`src/rtl/ps2_scancode_decoder.sv`:
```
// ---------------------------------------------------------------------------------------------
// ps2_scancode_decoder
//
// Turns the raw byte stream of a PS/2 keyboard into key events. A parser FSM folds the E0/F0/E1
// prefixes into one {extended, release, code} event per key action. Events go into a small
// first-word-fall-through FIFO that the consumer pops with i_ack.
//
// Optional build macro: PS2_MODIFIER_TRACK_EN
//   Defined   -> o_mods follows shift/ctrl/alt/caps-lock state from every decoded event.
//   Undefined -> o_mods is tied to zero and no tracking logic is built.
//
// Parameters
//   FIFO_DEPTH  event FIFO depth in entries (power of two, >= 2)
//
// Ports
//   i_clk       system clock, rising edge
//   i_rst_n     asynchronous active-low reset
//   i_data      received byte from the PS/2 host driver
//   i_ready     one-cycle strobe, i_data valid
//   i_error     one-cycle strobe, driver frame/timeout error
//   i_ack       pop the FIFO head (ignored while o_valid is low)
//   o_valid     FIFO non-empty
//   o_code      head event scancode
//   o_release   head event is a break (key up)
//   o_extended  head event carried an E0/E1 prefix
//   o_overflow  one-cycle pulse when an event is dropped on a full FIFO
//   o_mods      {caps_lock, alt, ctrl, shift}
// ---------------------------------------------------------------------------------------------
module ps2_scancode_decoder #(
  parameter int unsigned FIFO_DEPTH = 4
) (
  input  logic       i_clk,
  input  logic       i_rst_n,
  input  logic [7:0] i_data,
  input  logic       i_ready,
  input  logic       i_error,
  input  logic       i_ack,
  output logic       o_valid,
  output logic [7:0] o_code,
  output logic       o_release,
  output logic       o_extended,
  output logic       o_overflow,
  output logic [3:0] o_mods
);

  localparam int unsigned AW = $clog2(FIFO_DEPTH);
  localparam logic [AW:0] PtrOne = {{AW{1'b0}}, 1'b1};

  // Protocol bytes
  localparam logic [7:0] ByteExt   = 8'hE0;
  localparam logic [7:0] ByteBrk   = 8'hF0;
  localparam logic [7:0] BytePause = 8'hE1;

  typedef enum logic [2:0] {
    StIdle,
    StExt,
    StBrk,
    StExtBrk,
    StPause
  } state_e;

  state_e     r_state, w_state_nxt;
  logic [2:0] r_skip, w_skip_nxt;

  logic       w_push;
  logic       w_ev_ext;
  logic       w_ev_rel;
  logic [7:0] w_ev_code;
  logic       w_discard;

  // ---------------------------------------------------------------------------
  // Parser
  // ---------------------------------------------------------------------------

  // Keyboard status/response bytes that never form key events when seen on their own.
  always_comb begin
    w_discard = 1'b0;
    case (i_data)
      8'h00, 8'hAA, 8'hEE, 8'hFA, 8'hFC, 8'hFD, 8'hFE, 8'hFF: w_discard = 1'b1;
      default:                                                  w_discard = 1'b0;
    endcase
  end

  always_comb begin
    w_state_nxt = r_state;
    w_skip_nxt  = r_skip;
    w_push      = 1'b0;
    w_ev_ext    = 1'b0;
    w_ev_rel    = 1'b0;
    w_ev_code   = i_data;

    if (i_error) begin
      // Error wins over a same-cycle byte; any partial prefix is thrown away.
      w_state_nxt = StIdle;
      w_skip_nxt  = 3'd0;
    end else if (i_ready) begin
      case (r_state)
        StIdle: begin
          if (i_data == ByteExt) begin
            w_state_nxt = StExt;
          end else if (i_data == ByteBrk) begin
            w_state_nxt = StBrk;
          end else if (i_data == BytePause) begin
            // E1 is followed by 7 more bytes that carry no further information.
            w_state_nxt = StPause;
            w_skip_nxt  = 3'd7;
          end else if (!w_discard) begin
            w_push = 1'b1;
          end
        end
        StExt: begin
          if (i_data == ByteBrk) begin
            w_state_nxt = StExtBrk;
          end else begin
            w_push      = 1'b1;
            w_ev_ext    = 1'b1;
            w_state_nxt = StIdle;
          end
        end
        StBrk: begin
          w_push      = 1'b1;
          w_ev_rel    = 1'b1;
          w_state_nxt = StIdle;
        end
        StExtBrk: begin
          w_push      = 1'b1;
          w_ev_ext    = 1'b1;
          w_ev_rel    = 1'b1;
          w_state_nxt = StIdle;
        end
        StPause: begin
          w_skip_nxt = r_skip - 3'd1;
          if (r_skip == 3'd1) begin
            w_push      = 1'b1;
            w_ev_ext    = 1'b1;
            w_ev_code   = BytePause;
            w_state_nxt = StIdle;
          end
        end
        default: begin
          w_state_nxt = StIdle;
          w_skip_nxt  = 3'd0;
        end
      endcase
    end
  end

  always_ff @(posedge i_clk or negedge i_rst_n) begin
    if (!i_rst_n) begin
      r_state <= StIdle;
      r_skip  <= 3'd0;
    end else begin
      r_state <= w_state_nxt;
      r_skip  <= w_skip_nxt;
    end
  end

  // ---------------------------------------------------------------------------
  // Event FIFO (first-word-fall-through)
  // ---------------------------------------------------------------------------

  // Entry layout: {extended, release, code}
  logic [9:0]  r_mem [FIFO_DEPTH];
  logic [AW:0] r_wptr, r_rptr;
  logic        r_overflow;

  logic        w_empty;
  logic        w_full;
  logic        w_pop;
  logic        w_wr;
  logic        w_drop;
  logic [9:0]  w_head;

  // The extra pointer MSB separates full (MSBs differ) from empty (MSBs equal).
  assign w_empty = (r_wptr == r_rptr);
  assign w_full  = (r_wptr[AW] != r_rptr[AW]) && (r_wptr[AW-1:0] == r_rptr[AW-1:0]);
  assign w_pop   = i_ack && !w_empty;
  // A pop in the same cycle frees the slot, so a full FIFO can still accept.
  assign w_wr    = w_push && (!w_full || w_pop);
  assign w_drop  = w_push && w_full && !w_pop;

  always_ff @(posedge i_clk or negedge i_rst_n) begin
    if (!i_rst_n) begin
      for (int i = 0; i < FIFO_DEPTH; i++) begin
        r_mem[i] <= 10'd0;
      end
    end else if (w_wr) begin
      r_mem[r_wptr[AW-1:0]] <= {w_ev_ext, w_ev_rel, w_ev_code};
    end
  end

  always_ff @(posedge i_clk or negedge i_rst_n) begin
    if (!i_rst_n) begin
      r_wptr     <= '0;
      r_rptr     <= '0;
      r_overflow <= 1'b0;
    end else begin
      if (w_wr) begin
        r_wptr <= r_wptr + PtrOne;
      end
      if (w_pop) begin
        r_rptr <= r_rptr + PtrOne;
      end
      r_overflow <= w_drop;
    end
  end

  assign w_head     = w_empty ? 10'd0 : r_mem[r_rptr[AW-1:0]];
  assign o_valid    = !w_empty;
  assign o_extended = w_head[9];
  assign o_release  = w_head[8];
  assign o_code     = w_head[7:0];
  assign o_overflow = r_overflow;

  // ---------------------------------------------------------------------------
  // Modifier tracking
  // ---------------------------------------------------------------------------
`ifdef PS2_MODIFIER_TRACK_EN
  localparam logic [7:0] CodeLShift = 8'h12;
  localparam logic [7:0] CodeRShift = 8'h59;
  localparam logic [7:0] CodeCtrl   = 8'h14;
  localparam logic [7:0] CodeAlt    = 8'h11;
  localparam logic [7:0] CodeCaps   = 8'h58;

  logic r_lshift, r_rshift, r_lctrl, r_rctrl, r_lalt, r_ralt, r_caps;
  logic w_make;

  assign w_make = !w_ev_rel;

  // Follows decoded events even when the FIFO drops them, so held-key state never desyncs.
  always_ff @(posedge i_clk or negedge i_rst_n) begin
    if (!i_rst_n) begin
      r_lshift <= 1'b0;
      r_rshift <= 1'b0;
      r_lctrl  <= 1'b0;
      r_rctrl  <= 1'b0;
      r_lalt   <= 1'b0;
      r_ralt   <= 1'b0;
      r_caps   <= 1'b0;
    end else if (w_push) begin
      if (!w_ev_ext && w_ev_code == CodeLShift) r_lshift <= w_make;
      if (!w_ev_ext && w_ev_code == CodeRShift) r_rshift <= w_make;
      if (!w_ev_ext && w_ev_code == CodeCtrl)   r_lctrl  <= w_make;
      if (w_ev_ext  && w_ev_code == CodeCtrl)   r_rctrl  <= w_make;
      if (!w_ev_ext && w_ev_code == CodeAlt)    r_lalt   <= w_make;
      if (w_ev_ext  && w_ev_code == CodeAlt)    r_ralt   <= w_make;
      // Typematic repeats are makes too, so each one toggles.
      if (!w_ev_ext && w_make && w_ev_code == CodeCaps) r_caps <= !r_caps;
    end
  end

  assign o_mods = {r_caps, r_lalt | r_ralt, r_lctrl | r_rctrl, r_lshift | r_rshift};
`else
  assign o_mods = 4'd0;
`endif

endmodule

```
`config.mk`:
```
export PLATFORM = sky130hd
export DESIGN_NAME = ps2_scancode_decoder
export DESIGN_NICKNAME = d
export VERILOG_FILES = /design/src/rtl/ps2_scancode_decoder.sv
export SDC_FILE = /design/constraint.sdc
export NUM_CORES = 1
export LEC_CHECK = 0
export ABC_CLOCK_PERIOD_IN_PS = 2300
export CORE_ASPECT_RATIO = 1.2
export CORE_MARGIN = 5
export CORE_UTILIZATION = 40
export CTS_CLUSTER_SIZE = 25
export DETAILED_ROUTE_END_ITERATION = 6
export GPL_TIMING_DRIVEN = 0
export HOLD_SLACK_MARGIN = 0.06
export PLACE_DENSITY = 0.69
export RECOVER_POWER = 25
export SYNTH_ARGS = -nofsm -noshare
export SYNTH_HDL_FRONTEND = slang
export SYNTH_SLANG_ARGS = --single-unit
```
`constraint.sdc`:
```
create_clock -name i_clk -period 2.3 [get_ports i_clk]
set_clock_uncertainty 0.2 [all_clocks]
set_input_delay 0.46 -clock i_clk [delete_from_list [all_inputs] [get_ports i_clk]]
set_output_delay 0.46 -clock i_clk [all_outputs]
set_load 0.01 [all_outputs]
```
==> results of run 1 <==
[per-stage QoR]
| stage | area, um^2 | std cells | setup TNS, ps | setup slack (ps) |
|---|---|---|---|---|
| 2_1_floorplan | 2953 | 239 | -6930 | -219.6 |
| 3_3_place_gp | 3296 | 352 | -96770 | -1034 |
| 3_5_place_dp | 3311 | 353 | -42480 | -912.1 |
| 4_1_cts | 3631 | 376 | -7537 | -201.5 |
| 5_1_grt | 3785 | 385 | -8602 | -237.6 |
| 6_report | 3785 | 385 | -6848 | -187.7 |
[sequential cells by signal, summed over array words and instances, names as in the netlist]
register,cells
r_state,3
r_mem,40
r_skip,3
o_overflow,1
r_wptr,3
r_rptr,3
[metal layers]
layer  up-vias  global-route usage (%)  share of wire, %
li1        946                       -                 -
met1       998                   18.18                43
met2        21                   25.94                54
met3         8                   3.249               2.5
met4         0                   3.888               1.3
met5         -                       0                 0
[critical path, stage by stage]
cell and delay, ps:
sky130_fd_sc_hd__buf_8 100, sky130_fd_sc_hd__or4_4 520, sky130_fd_sc_hd__or4_1 410, sky130_fd_sc_hd__o22ai_1 180, sky130_fd_sc_hd__o21a_2 180, sky130_fd_sc_hd__buf_8 140
sky130_fd_sc_hd__nor2_4 40, sky130_fd_sc_hd__buf_12 150, sky130_fd_sc_hd__mux2_4 300
[final cells by class]
cell class	instances	area share, %
Clock inverter	2	0.3967
Tap cell	90	2.975
Inverter	5	0.4959
Sequential cell	53	35.14
Multi-Input combinational cell	169	43.07
Timing Repair Buffer	50	13.49
Buffer	10	2.512
Clock buffer	6	1.917
[path summary, 6_finish.rpt]
check                                       start                endpoint  slack [ps]  cells after the start
max                                     i_data[0]   r_mem[39]$_DFFE_PN0P_        -190                      9
min                         r_wptr[2]$_DFFE_PN0P_   r_wptr[2]$_DFFE_PN0P_         290                      1
max reg2reg                r_state[0]$_DFFE_PN0P_    r_mem[9]$_DFFE_PN0P_        -120                      8
min reg2reg                 r_wptr[2]$_DFFE_PN0P_   r_wptr[2]$_DFFE_PN0P_         290                      1
max in group asynchronous                 i_rst_n  r_state[0]$_DFFE_PN0P_         320                      3
min in group asynchronous                 i_rst_n   r_mem[37]$_DFFE_PN0P_         770                      2
[kinds of logic (layout without fill, tap and decap cells)]
| kind of cell | after synthesis | after routing | synth area share [%] |
|---|---|---|---|
| AND/OR/NAND/NOR | 75 | 75 | 14.51 |
| buffers and inverters | 17 | 73 | 2.936 |
| flip-flops | 53 | 53 | 45.11 |
| multiplexers | 51 | 51 | 26.72 |
| adder cells (fa/ha/maj) | 7 | 7 | 2.979 |
| AO/OA/AOI/OAI | 24 | 24 | 5.235 |
| XOR/XNOR | 8 | 8 | 2.383 |
| other | 1 | 4 | 0.1275 |
[power by group through the flow]
stage,registers [W],clock network (W),logic [W]
global placement,0.00150,0,0.00185
finish,0.00150,0.000521,0.00210
CTS,0.00149,0.000538,0.00204
floorplan,0.00144,0,0.00129
global route,0.00154,0.000585,0.00228
detailed placement,0.00151,0,0.00188
[repair_timing]
| item | 4_1_cts | 5_1_grt |
|---|---|---|
| endpoints found under the hold margin | 23 | 0 |
| gates cloned | 1 | 1 |
| setup endpoints to repair | 58 | 58 |
| gates resized for setup | 87 | 27 |
| setup buffers | 15 | 11 |
| pin swaps | 11 | 11 |
| hold buffers | 1 | 0 |
[synth_stat cells, drive strengths merged (2+ instances only)]
| library cell | count |
|---|---|
| dfrtp | 53 |
| mux2 | 39 |
| nand2 | 19 |
| nor2 | 11 |
| and2 | 10 |
| mux4 | 10 |
| nor2b | 9 |
| ha | 7 |
| a21oi | 6 |
| buf | 6 |
| clkbuf | 6 |
| o21ai | 6 |
| inv | 5 |
| or2 | 5 |
| xnor2 | 4 |
| xor2 | 4 |
| nand3 | 3 |
| nor3 | 3 |
| or4 | 3 |
| mux2i | 2 |
| nand2b | 2 |
| o22ai | 2 |
| or3 | 2 |
==> impl_metrics.xml, run 1 <==
<?xml version="1.0" encoding="UTF-8"?>
<metrics>
  <group name="status">
    <metric name="run_status" unit="">finished with violations</metric>
    <metric name="violations" unit="">setup timing</metric>
  </group>
  <group name="sta">
    <metric name="hold_ws" unit="ps">289.8</metric>
    <metric name="max_slew.worst_pin.slew" unit="ps">1333</metric>
    <metric name="final.min_clock_period" unit="ps">2488</metric>
    <metric name="max_freq" unit="MHz">402.0</metric>
    <metric name="finalSetupViolations" unit="">47</metric>
    <metric name="worst_slack" unit="ps">-187.7</metric>
    <metric name="slew_headroom" unit="%">11.13</metric>
    <metric name="rsz0062_at_grt" unit="">yes</metric>
    <metric name="slew_viol_final" unit="">0</metric>
    <metric name="final_worst_path_cycle_share" unit="%">108.2</metric>
    <metric name="report.final.hold_viol_count" unit="">0</metric>
  </group>
  <group name="power_and_ir_drop">
    <metric name="clock_power_share" unit="%">12.7</metric>
    <metric name="power.share.switching" unit="%">31.79</metric>
    <metric name="p_leak" unit="nW">1.710</metric>
    <metric name="p_per_area" unit="nW/um^2">1089</metric>
    <metric name="p_int" unit="W">0.002810</metric>
    <metric name="power.share.combinational" unit="%">51.0</metric>
    <metric name="fin_total_pwr" unit="W">0.004120</metric>
    <metric name="netSwitchingPower" unit="W">0.001310</metric>
    <metric name="seq_power_share" unit="%">36.3</metric>
    <metric name="max_ir_drop_vdd" unit="mV">0.4977</metric>
  </group>
  <group name="clock_tree">
    <metric name="cts.htree.levels" unit="">2</metric>
    <metric name="insertion_delay" unit="ps">310</metric>
    <metric name="clkSinkCount" unit="">53</metric>
    <metric name="tritoncts" unit="">yes</metric>
    <metric name="path_clk_slew" unit="ps">100</metric>
    <metric name="cts.path.max_buffers" unit="">2</metric>
    <metric name="cts_buffers" unit="">5</metric>
    <metric name="clock_tree.root_cell" unit="">sky130_fd_sc_hd__clkbuf_8</metric>
  </group>
  <group name="logic_synthesis">
    <metric name="synthesis_warnings" unit="">0</metric>
    <metric name="synth_top_cell_area_share" unit="%">45.11</metric>
    <metric name="synth_enable_flop_cells" unit="">0</metric>
    <metric name="postSynth.asyncResetShare" unit="%">100.0</metric>
    <metric name="syn_avg_cell_area" unit="um^2">12.46</metric>
    <metric name="synth_top_area_cell" unit="">sky130_fd_sc_hd__dfrtp_1</metric>
    <metric name="netlist_instances" unit="">236</metric>
    <metric name="synth_seq_area_share" unit="%">45.11</metric>
    <metric name="yosys_most_used_dff" unit="">sky130_fd_sc_hd__dfrtp_1</metric>
    <metric name="synth_seq_cells" unit="">53</metric>
    <metric name="synthDistinctLibCells" unit="">47</metric>
    <metric name="post_synth_instance_area" unit="um^2">2940</metric>
    <metric name="leading_cell_types_by_total_area_after_synthesis" unit="">sky130_fd_sc_hd__dfrtp_1 45%, sky130_fd_sc_hd__mux2_4 14%, sky130_fd_sc_hd__mux4_2 7.7%</metric>
  </group>
  <group name="detailed_routing">
    <metric name="post_detailed_routing_wire_length" unit="um">6472</metric>
    <metric name="route.detailed.wl_per_inst" unit="um">16.81</metric>
    <metric name="antenna_left" unit="">0</metric>
    <metric name="count_of_vias_placed_by_the_detailed_router" unit="">1973</metric>
    <metric name="detail_route.iter0.violations" unit="">63</metric>
    <metric name="via_per_inst" unit="">5.125</metric>
    <metric name="drc" unit="">0</metric>
    <metric name="drt_pre_antenna_iters" unit="">4</metric>
  </group>
  <group name="cells_and_area">
    <metric name="layout_commonest_cell" unit="">sky130_fd_sc_hd__dfrtp_1</metric>
    <metric name="final_core_utilization" unit="%">52.34</metric>
    <metric name="multiInputGateArea" unit="um^2">1630</metric>
    <metric name="layout-drive-gt1-share" unit="%">44.07</metric>
    <metric name="num-nets-final" unit="">314</metric>
    <metric name="nFillCells" unit="">649</metric>
    <metric name="syn_to_final_growth" unit="%">28.72</metric>
    <metric name="mostFrequentLayoutCells" unit="">50 x sky130_fd_sc_hd__dfrtp_1, 36 x sky130_fd_sc_hd__mux2_4, 19 x sky130_fd_sc_hd__buf_4</metric>
    <metric name="antenna-diode-count" unit="">0</metric>
    <metric name="register_cell_area_after_layout" unit="um^2">1330</metric>
  </group>
  <group name="setup_path">
    <metric name="worst_ep_required_time" unit="ps">2300</metric>
    <metric name="cp_max_fo" unit="">9</metric>
    <metric name="critical_path_capture_point_type" unit="">register</metric>
    <metric name="timing.setup.critical_path_class" unit="">input port to register</metric>
    <metric name="critPathArrivalTime" unit="ps">2490</metric>
    <metric name="worst_setup_path_start_kind" unit="">input port</metric>
  </group>
  <group name="global_route">
    <metric name="grt_start_max_net_pins" unit="">31</metric>
    <metric name="wire_length_of_the_first_global_routing_pass" unit="um">10610</metric>
    <metric name="overflow" unit="">0</metric>
    <metric name="first_global_vias" unit="">2135</metric>
    <metric name="global_route.usage.total" unit="%">14.85</metric>
    <metric name="antenna_found_initial" unit="">0</metric>
  </group>
  <group name="placement">
    <metric name="place.gp.congestion" unit="">0.7741</metric>
    <metric name="port_buffers" unit="">23</metric>
    <metric name="hpwlAfterDp" unit="um">4204</metric>
  </group>
  <group name="flow_run">
    <metric name="maxCapViolCount" unit="">0</metric>
  </group>
  <group name="floorplanning">
    <metric name="placement_rows" unit="">34</metric>
    <metric name="placeableCoreArea" unit="um^2">7232</metric>
    <metric name="die_h" unit="um">103.9</metric>
    <metric name="io_pins" unit="">29</metric>
    <metric name="die_w" unit="um">88.27</metric>
    <metric name="fp.dieArea" unit="um^2">9173</metric>
    <metric name="initial_utilization" unit="%">40.66</metric>
  </group>
  <group name="hold_path">
    <metric name="min_path_type" unit="">register to register</metric>
  </group>
</metrics>
Power figures use the tool's default switching activity.
==> inputs of run 2 (changes only) <==
--- a/config.mk
+++ b/config.mk
@@ -5,10 +5,10 @@
 export SDC_FILE = /design/constraint.sdc
 export NUM_CORES = 1
 export LEC_CHECK = 0
-export ABC_CLOCK_PERIOD_IN_PS = 2300
 export CORE_ASPECT_RATIO = 1.2
 export CORE_MARGIN = 5
 export CORE_UTILIZATION = 40
+export CTS_BUF_LIST = sky130_fd_sc_hd__clkbuf_4 sky130_fd_sc_hd__clkbuf_8 sky130_fd_sc_hd__clkbuf_16
 export CTS_CLUSTER_SIZE = 25
 export DETAILED_ROUTE_END_ITERATION = 6
 export GPL_TIMING_DRIVEN = 0
==> impl_metrics.xml, run 2 (synthesis results as in run 1) <==
<?xml version="1.0" encoding="UTF-8"?>
<metrics>
  <group name="global_route">
    <metric name="overflow" unit="">0</metric>
    <metric name="grt_start_max_net_pins" unit="">31</metric>
    <metric name="antenna_found_initial" unit="">0</metric>
    <metric name="wire_length_of_the_first_global_routing_pass" unit="um">10610</metric>
    <metric name="global_route.usage.total" unit="%">14.85</metric>
    <metric name="first_global_vias" unit="">2135</metric>
  </group>
  <group name="sta">
    <metric name="slew_viol_final" unit="">0</metric>
    <metric name="max_slew.worst_pin.slew" unit="ps">1333</metric>
    <metric name="report.final.hold_viol_count" unit="">0</metric>
    <metric name="slew_headroom" unit="%">11.11</metric>
    <metric name="fin_setup_tns" unit="ps">-6844</metric>
    <metric name="final.min_clock_period" unit="ps">2488</metric>
    <metric name="worst_slack" unit="ps">-187.9</metric>
    <metric name="final_worst_path_cycle_share" unit="%">108.2</metric>
    <metric name="rsz0062_at_grt" unit="">yes</metric>
    <metric name="max_freq" unit="MHz">401.9</metric>
    <metric name="hold_ws" unit="ps">289.8</metric>
    <metric name="finalSetupViolations" unit="">47</metric>
  </group>
  <group name="detailed_routing">
    <metric name="route.detailed.wl_per_inst" unit="um">16.82</metric>
    <metric name="via_per_inst" unit="">5.125</metric>
    <metric name="detail_route.iter0.violations" unit="">62</metric>
    <metric name="antenna_left" unit="">0</metric>
    <metric name="drt_pre_antenna_iters" unit="">4</metric>
    <metric name="post_detailed_routing_wire_length" unit="um">6475</metric>
    <metric name="drc" unit="">0</metric>
    <metric name="count_of_vias_placed_by_the_detailed_router" unit="">1973</metric>
  </group>
  <group name="flow_run">
    <metric name="maxCapViolCount" unit="">0</metric>
  </group>
  <group name="power_and_ir_drop">
    <metric name="power.share.combinational" unit="%">50.9</metric>
    <metric name="p_int" unit="W">0.002822</metric>
    <metric name="power.share.switching" unit="%">31.71</metric>
    <metric name="max_ir_drop_vdd" unit="mV">0.4977</metric>
    <metric name="seq_power_share" unit="%">36.2</metric>
    <metric name="p_per_area" unit="nW/um^2">1091</metric>
    <metric name="netSwitchingPower" unit="W">0.001311</metric>
    <metric name="p_leak" unit="nW">1.714</metric>
    <metric name="clock_power_share" unit="%">12.9</metric>
  </group>
  <group name="cells_and_area">
    <metric name="syn_to_final_growth" unit="%">28.85</metric>
    <metric name="flip_flop_count_of_the_largest_register_after_layout" unit="">40</metric>
    <metric name="mostFrequentLayoutCells" unit="">50 x sky130_fd_sc_hd__dfrtp_1, 36 x sky130_fd_sc_hd__mux2_4, 19 x sky130_fd_sc_hd__buf_4</metric>
    <metric name="layout_commonest_cell" unit="">sky130_fd_sc_hd__dfrtp_1</metric>
    <metric name="antenna-diode-count" unit="">0</metric>
    <metric name="top_register" unit="">r_mem</metric>
    <metric name="layout-drive-gt1-share" unit="%">44.41</metric>
    <metric name="num-nets-final" unit="">314</metric>
  </group>
  <group name="setup_path">
    <metric name="worstReg2RegStart" unit="">r_state[0]$_DFFE_PN0P_</metric>
    <metric name="timing.setup.critical_path_class" unit="">input port to register</metric>
    <metric name="critPathMostFrequentCell" unit="">sky130_fd_sc_hd__buf_8</metric>
    <metric name="setup.worst_path.start" unit="">i_data[0]</metric>
    <metric name="critPathArrivalTime" unit="ps">2490</metric>
    <metric name="slowest_delay" unit="ps">520</metric>
    <metric name="critical-path-slowest-cell" unit="">sky130_fd_sc_hd__or4_4</metric>
    <metric name="cp_max_fo" unit="">9</metric>
    <metric name="critical_path_capture_point_type" unit="">register</metric>
    <metric name="worst_ep_required_time" unit="ps">2300</metric>
    <metric name="worst_setup_path_start_kind" unit="">input port</metric>
    <metric name="path_cells" unit="">buf_8 -&gt; or4_4 -&gt; or4_1 -&gt; o22ai_1 -&gt; o21a_2 -&gt; buf_8 -&gt; nor2_4 -&gt; buf_12 -&gt; mux2_4</metric>
  </group>
  <group name="clock_tree">
    <metric name="cts.path.max_buffers" unit="">2</metric>
    <metric name="cts_buffers" unit="">5</metric>
    <metric name="cts.htree.levels" unit="">2</metric>
    <metric name="tritoncts" unit="">yes</metric>
    <metric name="path_clk_slew" unit="ps">100</metric>
    <metric name="clock_tree.root_cell" unit="">sky130_fd_sc_hd__clkbuf_8</metric>
    <metric name="clkSinkCount" unit="">53</metric>
    <metric name="insertion_delay" unit="ps">310</metric>
  </group>
  <group name="status">
    <metric name="violations" unit="">setup timing</metric>
    <metric name="run_status" unit="">finished with violations</metric>
  </group>
  <group name="floorplanning">
    <metric name="placement_rows" unit="">34</metric>
    <metric name="initial_utilization" unit="%">40.66</metric>
    <metric name="fp.dieArea" unit="um^2">9173</metric>
    <metric name="die_h" unit="um">103.9</metric>
    <metric name="io_pins" unit="">29</metric>
    <metric name="placeableCoreArea" unit="um^2">7232</metric>
    <metric name="die_w" unit="um">88.27</metric>
  </group>
  <group name="hold_path">
    <metric name="hold_path_startpoint" unit="">r_wptr[2]$_DFFE_PN0P_</metric>
    <metric name="min_path_type" unit="">register to register</metric>
  </group>
  <group name="placement">
    <metric name="port_buffers" unit="">23</metric>
    <metric name="preCtsSetupSlack" unit="ps">-912.1</metric>
    <metric name="hpwlAfterDp" unit="um">4204</metric>
    <metric name="place.gp.congestion" unit="">0.7741</metric>
  </group>
</metrics>
## run 2: cell counts in the layout (fill, tap and decap cells not counted)
Identical to the previous run, type by type.
## run 2: power groups by stage
stage / registers [W] / clock network, W / logic, W
after CTS: 0.00149 / 0.000550 / 0.00204
after floorplan: 0.00144 / 0 / 0.00129
after global placement: 0.00150 / 0 / 0.00185
final: 0.00150 / 0.000534 / 0.00210
after global routing: 0.00154 / 0.000597 / 0.00228
after detailed placement: 0.00151 / 0 / 0.00188
## run 2: path summary, 6_finish.rpt
kind / to / slack [ps] / cells past startpoint
min in group asynchronous: r_mem[37]$_DFFE_PN0P_ / 770 / 2
worst max register to register: r_mem[9]$_DFFE_PN0P_ / -120 / 8
worst min register to register: r_wptr[2]$_DFFE_PN0P_ / 290 / 1
worst min-delay path: r_wptr[2]$_DFFE_PN0P_ / 290 / 1
worst max-delay path: r_mem[39]$_DFFE_PN0P_ / -190 / 9
max in group asynchronous: r_state[0]$_DFFE_PN0P_ / 320 / 3
## run 2: final cells by class
cell class                 instances  area [um^2]
fill                             649         3443
multi-input combinational        169         1630
sequential                        53         1330
timing repair buffer              50        510.5
tap                               90        112.6
buffer                            10        95.09
clock buffer                       6        76.32
inverter                           5        18.77
clock inverter                     2        15.01
## run 2: repair_timing
action,CTS,global route
endpoints found under the setup margin,58,58
pin swaps,11,11
hold endpoints to repair,23,0
setup buffers,15,11
hold buffers,1,0
gates resized for setup,87,27
gates cloned,1,1
## run 2: routing by layer
metal | GRT usage, % | vias to the layer above | wire length, um | part of all wire [%]
li1 | - | 946 | - | -
met1 | 18.18 | 998 | 2756 | 43
met2 | 25.94 | 21 | 3468 | 54
met3 | 3.249 | 8 | 163 | 2.5
met4 | 3.888 | 0 | 86 | 1.3
met5 | 0 | - | 0 | 0
## run 2: per-stage QoR
stage	power, W	std cells	utilization [%]	area, um^2
after floorplan	0.002728	239	-	2953
after global placement	0.003340	352	45.57	3296
after detailed placement	0.003386	353	45.78	3311
after CTS	0.004074	376	50.26	3635
after global routing	0.004413	385	52.39	3789
final	0.004133	385	52.39	3789
## run 2: critical path, delay by kind of cell
kind	cells	cell delay, ps
AO/OA/AOI/OAI	2	360
buffers and inverters	3	390
multiplexers	1	300
AND/OR/NAND/NOR	3	970
